`src/rtl/pwm_pkg.sv`:
```
// pwm_pkg: shared definitions for the PWM command path.
//   state_e            ramp controller states (IDLE/RAMP/DONE)
//   PWM_W              default duty/period width of the PWM stage
//   PWM_DEFAULT_PERIOD pwm_period value after reset
package pwm_pkg;

  typedef enum logic [1:0] {
    ST_IDLE = 2'd0,
    ST_RAMP = 2'd1,
    ST_DONE = 2'd2
  } state_e;

  localparam int PWM_W              = 21;
  localparam int PWM_DEFAULT_PERIOD = 1999;

endpackage

```
`src/rtl/pwm_tick_gen.sv`:
```
// pwm_tick_gen: ramp-rate prescaler.
//   clk       in  system clock
//   reset_p   in  async active-high reset
//   clr_i     in  restart the prescaler (count returns to 0)
//   tick_o    out 1-cycle pulse every PRESC cycles
// After a clr the first tick is seen in the PRESC-th cycle, so the event it
// triggers lands on the PRESC-th edge after the clearing edge.
module pwm_tick_gen #(
  parameter int PRESC = 4
) (
  input  logic clk,
  input  logic reset_p,
  input  logic clr_i,
  output logic tick_o
);

  localparam int CW = (PRESC > 1) ? $clog2(PRESC) : 1;

  logic [CW-1:0] cnt_q, cnt_d;

  assign tick_o = (cnt_q == CW'(PRESC - 1));

  always_comb begin
    cnt_d = cnt_q + CW'(1);
    if (clr_i || tick_o) cnt_d = '0;
  end

  always_ff @(posedge clk or posedge reset_p) begin
    if (reset_p) cnt_q <= '0;
    else         cnt_q <= cnt_d;
  end

endmodule

```
`src/rtl/pwm_duty_ramp.sv`:
```
// pwm_duty_ramp: command stage ahead of the PWM generator. Takes a
// (target, step, period) command over valid/ready and slews duty toward the
// target by <step> counts per ramp tick.
//   clk, reset_p         clock, async active-high reset
//   cmd_valid_i/ready_o  command handshake (ready only in IDLE)
//   cmd_target_i         requested final duty
//   cmd_step_i           duty change per tick (0 = jump on first tick)
//   cmd_period_i         PWM period (counter runs 0..period)
//   abort_i              stop the ramp, freeze duty
//   duty_o, pwm_period_o registered values to the PWM stage
//   busy_o               high in RAMP and DONE
//   done_o               1-cycle pulse when duty reaches the target
// Optional macro PWM_DUTY_RAMP_IRQ_EN adds irq_o (sticky, set by done) and
// irq_clr_i; set wins over clear in the same cycle.
module pwm_duty_ramp
  import pwm_pkg::*;
#(
  parameter int SYS_CLK_FREQ   = 100_000_000,
  parameter int TICK_HZ        = 10_000,
  parameter int W              = PWM_W,
  parameter int DEFAULT_PERIOD = PWM_DEFAULT_PERIOD
) (
  input  logic         clk,
  input  logic         reset_p,
  input  logic         cmd_valid_i,
  output logic         cmd_ready_o,
  input  logic [W-1:0] cmd_target_i,
  input  logic [W-1:0] cmd_step_i,
  input  logic [W-1:0] cmd_period_i,
  input  logic         abort_i,
  output logic [W-1:0] duty_o,
  output logic [W-1:0] pwm_period_o,
  output logic         busy_o,
`ifdef PWM_DUTY_RAMP_IRQ_EN
  output logic         irq_o,
  input  logic         irq_clr_i,
`endif
  output logic         done_o
);

  localparam int PRESC = (SYS_CLK_FREQ / TICK_HZ > 0) ? SYS_CLK_FREQ / TICK_HZ : 1;

  state_e       state_q, state_d;
  logic [W-1:0] duty_q, duty_d;
  logic [W-1:0] period_q, period_d;
  logic [W-1:0] tgt_q, tgt_d;
  logic [W-1:0] step_q, step_d;

  logic         accept;
  logic         tick;
  logic         up;
  logic [W-1:0] diff;
  logic [W-1:0] plim;

  assign accept = cmd_valid_i && (state_q == ST_IDLE);

  pwm_tick_gen #(.PRESC(PRESC)) u_tick (
    .clk    (clk),
    .reset_p(reset_p),
    .clr_i  (accept),
    .tick_o (tick)
  );

  // period+1 saturates so an all-ones period can never wrap the duty ceiling
  assign plim = (&cmd_period_i) ? cmd_period_i : cmd_period_i + W'(1);

  // distance is taken before stepping, so the update never wraps or overshoots
  assign up   = (tgt_q > duty_q);
  assign diff = up ? (tgt_q - duty_q) : (duty_q - tgt_q);

  always_comb begin
    state_d  = state_q;
    duty_d   = duty_q;
    period_d = period_q;
    tgt_d    = tgt_q;
    step_d   = step_q;
    unique case (state_q)
      ST_IDLE: begin
        if (accept) begin
          period_d = cmd_period_i;
          tgt_d    = (cmd_target_i < plim) ? cmd_target_i : plim;
          step_d   = cmd_step_i;
          state_d  = ST_RAMP;
        end
      end
      ST_RAMP: begin
        // abort takes priority over a coincident tick
        if (abort_i) begin
          state_d = ST_IDLE;
        end else if (tick) begin
          if ((step_q == '0) || (diff <= step_q)) begin
            duty_d  = tgt_q;
            state_d = ST_DONE;
          end else begin
            duty_d = up ? (duty_q + step_q) : (duty_q - step_q);
          end
        end
      end
      ST_DONE: state_d = ST_IDLE;
      default: state_d = ST_IDLE;
    endcase
  end

  always_ff @(posedge clk or posedge reset_p) begin
    if (reset_p) begin
      state_q  <= ST_IDLE;
      duty_q   <= '0;
      period_q <= W'(DEFAULT_PERIOD);
      tgt_q    <= '0;
      step_q   <= '0;
    end else begin
      state_q  <= state_d;
      duty_q   <= duty_d;
      period_q <= period_d;
      tgt_q    <= tgt_d;
      step_q   <= step_d;
    end
  end

  assign cmd_ready_o  = (state_q == ST_IDLE);
  assign busy_o       = (state_q == ST_RAMP) || (state_q == ST_DONE);
  assign done_o       = (state_q == ST_DONE);
  assign duty_o       = duty_q;
  assign pwm_period_o = period_q;

`ifdef PWM_DUTY_RAMP_IRQ_EN
  logic irq_q, irq_d;

  always_comb begin
    irq_d = irq_q;
    if (irq_clr_i) irq_d = 1'b0;
    if (done_o)    irq_d = 1'b1;
  end

  always_ff @(posedge clk or posedge reset_p) begin
    if (reset_p) irq_q <= 1'b0;
    else         irq_q <= irq_d;
  end

  assign irq_o = irq_q;
`endif

endmodule

```
`config.mk`:
```
export PLATFORM = sky130hd
export DESIGN_NAME = pwm_duty_ramp
export DESIGN_NICKNAME = d
export VERILOG_FILES = /design/src/rtl/pwm_pkg.sv /design/src/rtl/pwm_tick_gen.sv /design/src/rtl/pwm_duty_ramp.sv
export SDC_FILE = /design/constraint.sdc
export NUM_CORES = 1
export LEC_CHECK = 0
export CAP_MARGIN = 20
export CORE_MARGIN = 5
export CORE_UTILIZATION = 35
export CTS_BUF_LIST = sky130_fd_sc_hd__clkbuf_8
export CTS_CLUSTER_SIZE = 14
export DETAILED_ROUTE_END_ITERATION = 8
export GPL_TIMING_DRIVEN = 0
export PLACE_DENSITY_LB_ADDON = 0.08
export SLEW_MARGIN = 30
export SYNTH_ARGS = -nofsm -noshare
export SYNTH_HDL_FRONTEND = slang
export SYNTH_SLANG_ARGS = --single-unit
```
`constraint.sdc`:
```
create_clock -name clk -period 14.3 [get_ports clk]
set_input_delay 2.145 -clock clk [delete_from_list [all_inputs] [get_ports clk]]
set_output_delay 2.145 -clock clk [all_outputs]
set_load 0.05 [all_outputs]
```
==> summary.txt <==
Setup path
  • Crit path kind: flop to flop
  • Worst r2r path cells: 21
  • Worst r2r src: duty_o[13]
  • R2R Path End: state_q[0]
  • Critical Path AT: 7130 ps
  • CP max FO: 10
  • Worst setup EP type: flop
  • Critical Path Source Type: flop
  • End point of the critical path: state_q[0]
  • CP required: 14640 ps
  • Critical path origin: duty_o[13]
  • Internal reg-to-reg setup slack: 7510 ps

Timing
  • RSZ-0062 raised after global routing: no
  • Fin crit period: 6790 ps
  • Final Hold Viols: 0
  • Fin. max-slew vios: 0
  • Final setup violation count: 0
  • Clock skew: 16.2 ps
  • Setup WS post-layout: 7510 ps
  • Final period util: 47.5%
  • Setup TNS: 0 ps
  • Relative slew margins: 37.0%
  • Fmax: 0.147 GHz
  • Hold slack: 478 ps
  • Worst-margin pin slew: 936 ps

Detailed routing
  • Post-route antenna net violation count: 0
  • Vias post-DR: 8382
  • Wire per inst: 19.5 um
  • DR pass1 iterations: 7
  • Iteration-0 DRC Markers: 437
  • Vias per cell: 5.40
  • Final WL: 30200 um
  • DRC errors left: 0

Pwr
  • Sw Pwr: 0.00140 W
  • LEAKAGE: 4.80 nW
  • Logic pwr share: 73.6%
  • Clock Power Share: 7.6%
  • Part of the power in registers: 18.9%
  • Tot Pwr: 0.00264 W
  • Cell Int Power: 0.00123 W
  • Sw frac: 53.3%
  • Peak supply drop: 0.166 mV
  • Power per cell area: 240 nW/um^2

Placed design
  • Final GP Congestion: 0.932
  • PortBufs: 111
  • DPL Wire Length: 25000 um
  • Worst slack, placed: 7610 ps
  • Placed cell area: 10800 sq um

Logic synthesis
  • Post-synthesis mux area share: 7.67%
  • Post-synth top area share: 24.7%
  • Primary FF master, synth: dfrtp_1
  • Compound-Gate Fraction of Synth Area: 19.1%
  • Synth Warn #: 0
  • Largest family of logic cells by synthesized area: compound AO/OA/AOI/OAI gates
  • Simple-Gate Fraction of Synth Area: 17.1%
  • Post-Synth XOR/XNOR Area: 8.07%
  • Adder-cell area share of the yosys netlist: 15.3%
  • Register area share after synthesis: 27.2%
  • Post-synth EDFFs: 0
  • Cell area after synthesis: 9230 sq um
  • Dominant cells by area after synthesis: dfrtp_1 25%, ha_1 15%, mux2_2 5.6%, xnor2_1 5.2%, nor2_1 4.8%
  • Syn_area_per_cell: 8.48 sq um
  • #FFs+latches synth: 100
  • Syn Nets: 1266
  • Gate Count Post-Synth: 1088
  • Post-synth ARST share: 100%
  • Cell taking the most area after synthesis: dfrtp_1
  • Yosys cell types: 68

Clock network
  • CTS clk-pin slew, worst paths: 120 ps
  • Hold Buf Count CTS: 0
  • Clock insertion delay at the later pin of the skew report: 420 ps
  • CTS tree: yes
  • CTS root buf: clkbuf_8
  • Max Root-Sink Buffers: 2
  • Post_cts resized: 0
  • CTS Sinks: 100
  • H-tree depth: 3
  • CTS Buf Count: 9
  • Setup Fix Bufs, Post-CTS: 0

Die
  • Die width: 172 um
  • Number of top-level pins: 112
  • Starting density of the core: 35.5%
  • Core area: 26000 sq um
  • DIE HEIGHT: 172 um
  • Die area: 29700 sq um
  • Row cnt: 59

GRT
  • GRT overflow: 0
  • Vias in the first global route: 8292
  • Global-route wire length before repair: 46800 um
  • Largest net degree at the start of global routing: 59
  • Initial antenna violation count: 4
  • GRT Overall Usage: 20.5%

Final layout
  • Commonest non-fill, non-tap cell in the layout: nor2_1
  • Most frequent cells in the layout: 117 x nor2_1, 111 x clkdlybuf4s50_1, 108 x ha_1
  • Share of post-route cells with drive strength above 1: 8.14%
  • Diode count: 0
  • Area Overhead vs Synth: 19.2%
  • NumNets Final: 1389
  • Final Cell Area: 11000 sq um

Outcome
  • Status: completed

Hold path
  • Hold Crit Class: flop to flop

Run
  • Max-cap violations: 0
## worst min path at each step
| stage | slack, ps | end | depth (start not counted) | start |
|---|---|---|---|---|
| after global routing | 530 | u_tick.cnt_q[0] | 1 | u_tick.cnt_q[0] |
| final | 480 | u_tick.cnt_q[0] | 1 | u_tick.cnt_q[0] |
| after floorplan | 430 | u_tick.cnt_q[0] | 1 | u_tick.cnt_q[0] |
| after detailed placement | 470 | u_tick.cnt_q[0] | 1 | u_tick.cnt_q[0] |
| after CTS | 490 | u_tick.cnt_q[0] | 1 | u_tick.cnt_q[0] |
| after global placement | 460 | u_tick.cnt_q[0] | 1 | u_tick.cnt_q[0] |
## synthesized netlist by cell type (5+ instances only)
library cell  count
nor2_1          117
ha_1            108
dfrtp_1          91
inv_1            87
a21oi_1          71
nand2_1          68
xnor2_1          55
nand3_1          52
o21ai_0          50
mux2_2           46
a21o_1           33
xor2_1           30
clkbuf_1         29
nor3_1           21
nand4_1          20
a221o_1          19
mux2i_1          19
nor4_1           11
o21a_1           11
a31oi_1          10
and3_1           10
dfstp_2           9
buf_2             8
o211ai_1          8
a211oi_1          7
nor2b_1           7
o21bai_1          7
nand2b_1          6
buf_1             5
o31ai_1           5
or3_1             5
## routing by layer
metal / GRT usage (%) / vias to the layer above / routed length (um)
met2: 33.4 / 186 / 13900
met1: 27.2 / 3992 / 13900
met3: 4.25 / 37 / 1680
li1: - / 4159 / -
met4: 6.46 / 8 / 737
met5: 0 / - / 55
## critical path, cell delays in order, from the launching register on
cell and delay [ps]:
dfrtp_1 470, inv_1 100, ha_1 280, clkbuf_1 330, inv_1 200, nor3_1 400, nor4_1 130, or2_2 350
nor2_1 350, mux2_2 420, o311ai_0 720, a21oi_1 200, xnor2_1 180, ha_1 300, and3_1 180, nand4_1 220
nor4_1 680, nor3_1 270, clkbuf_2 390, nor2_1 260, o21ai_0 100, a2bb2oi_1 170
## flip-flops by register name, summed over array words and instances, names as in the netlist
name	flops
step_q	21
tgt_q	21
pwm_period_o	21
duty_o	21
state_q	2
u_tick.cnt_q	14
## power groups by stage
stage / registers (W) / clock network, W / logic [W]
3_3_place_gp: 0.000501 / 0 / 0.00192
5_1_grt: 0.000512 / 0.000217 / 0.00214
4_1_cts: 0.000497 / 0.000211 / 0.00194
6_report: 0.000497 / 0.000199 / 0.00194
2_1_floorplan: 0.000567 / 0 / 0.00130
3_5_place_dp: 0.000503 / 0 / 0.00192
## stage by stage
| stage | instances | utilization [%] |
|---|---|---|
| detailed placement | 1535 | 41.5 |
| CTS | 1551 | 42.3 |
| finish | 1551 | 42.3 |
| global route | 1551 | 42.3 |
| global placement | 1534 | 41.4 |
| floorplan | 1088 | - |
## cell families (layout without fill, tap and decap cells)
logic type               count (synthesis)  after routing
AO/OA/AOI/OAI                          263            263
XOR/XNOR                                85             85
adder cells (fa/ha/maj)                111            111
buffers and inverters                  131            259
flip-flops                             100            100
multiplexers                            65             65
AND/OR/NAND/NOR                        333            333
## cell type report
type	count	area, sq um
Clock inverter	7	72.6
Multi-Input combinational cell	857	6210
Inverter	87	332
Buffer	44	188
Clock buffer	9	124
Fill cell	2707	15000
Timing Repair Buffer	112	1140
Sequential cell	100	2510
Tap cell	335	419
Power figures use the tool's default switching activity.
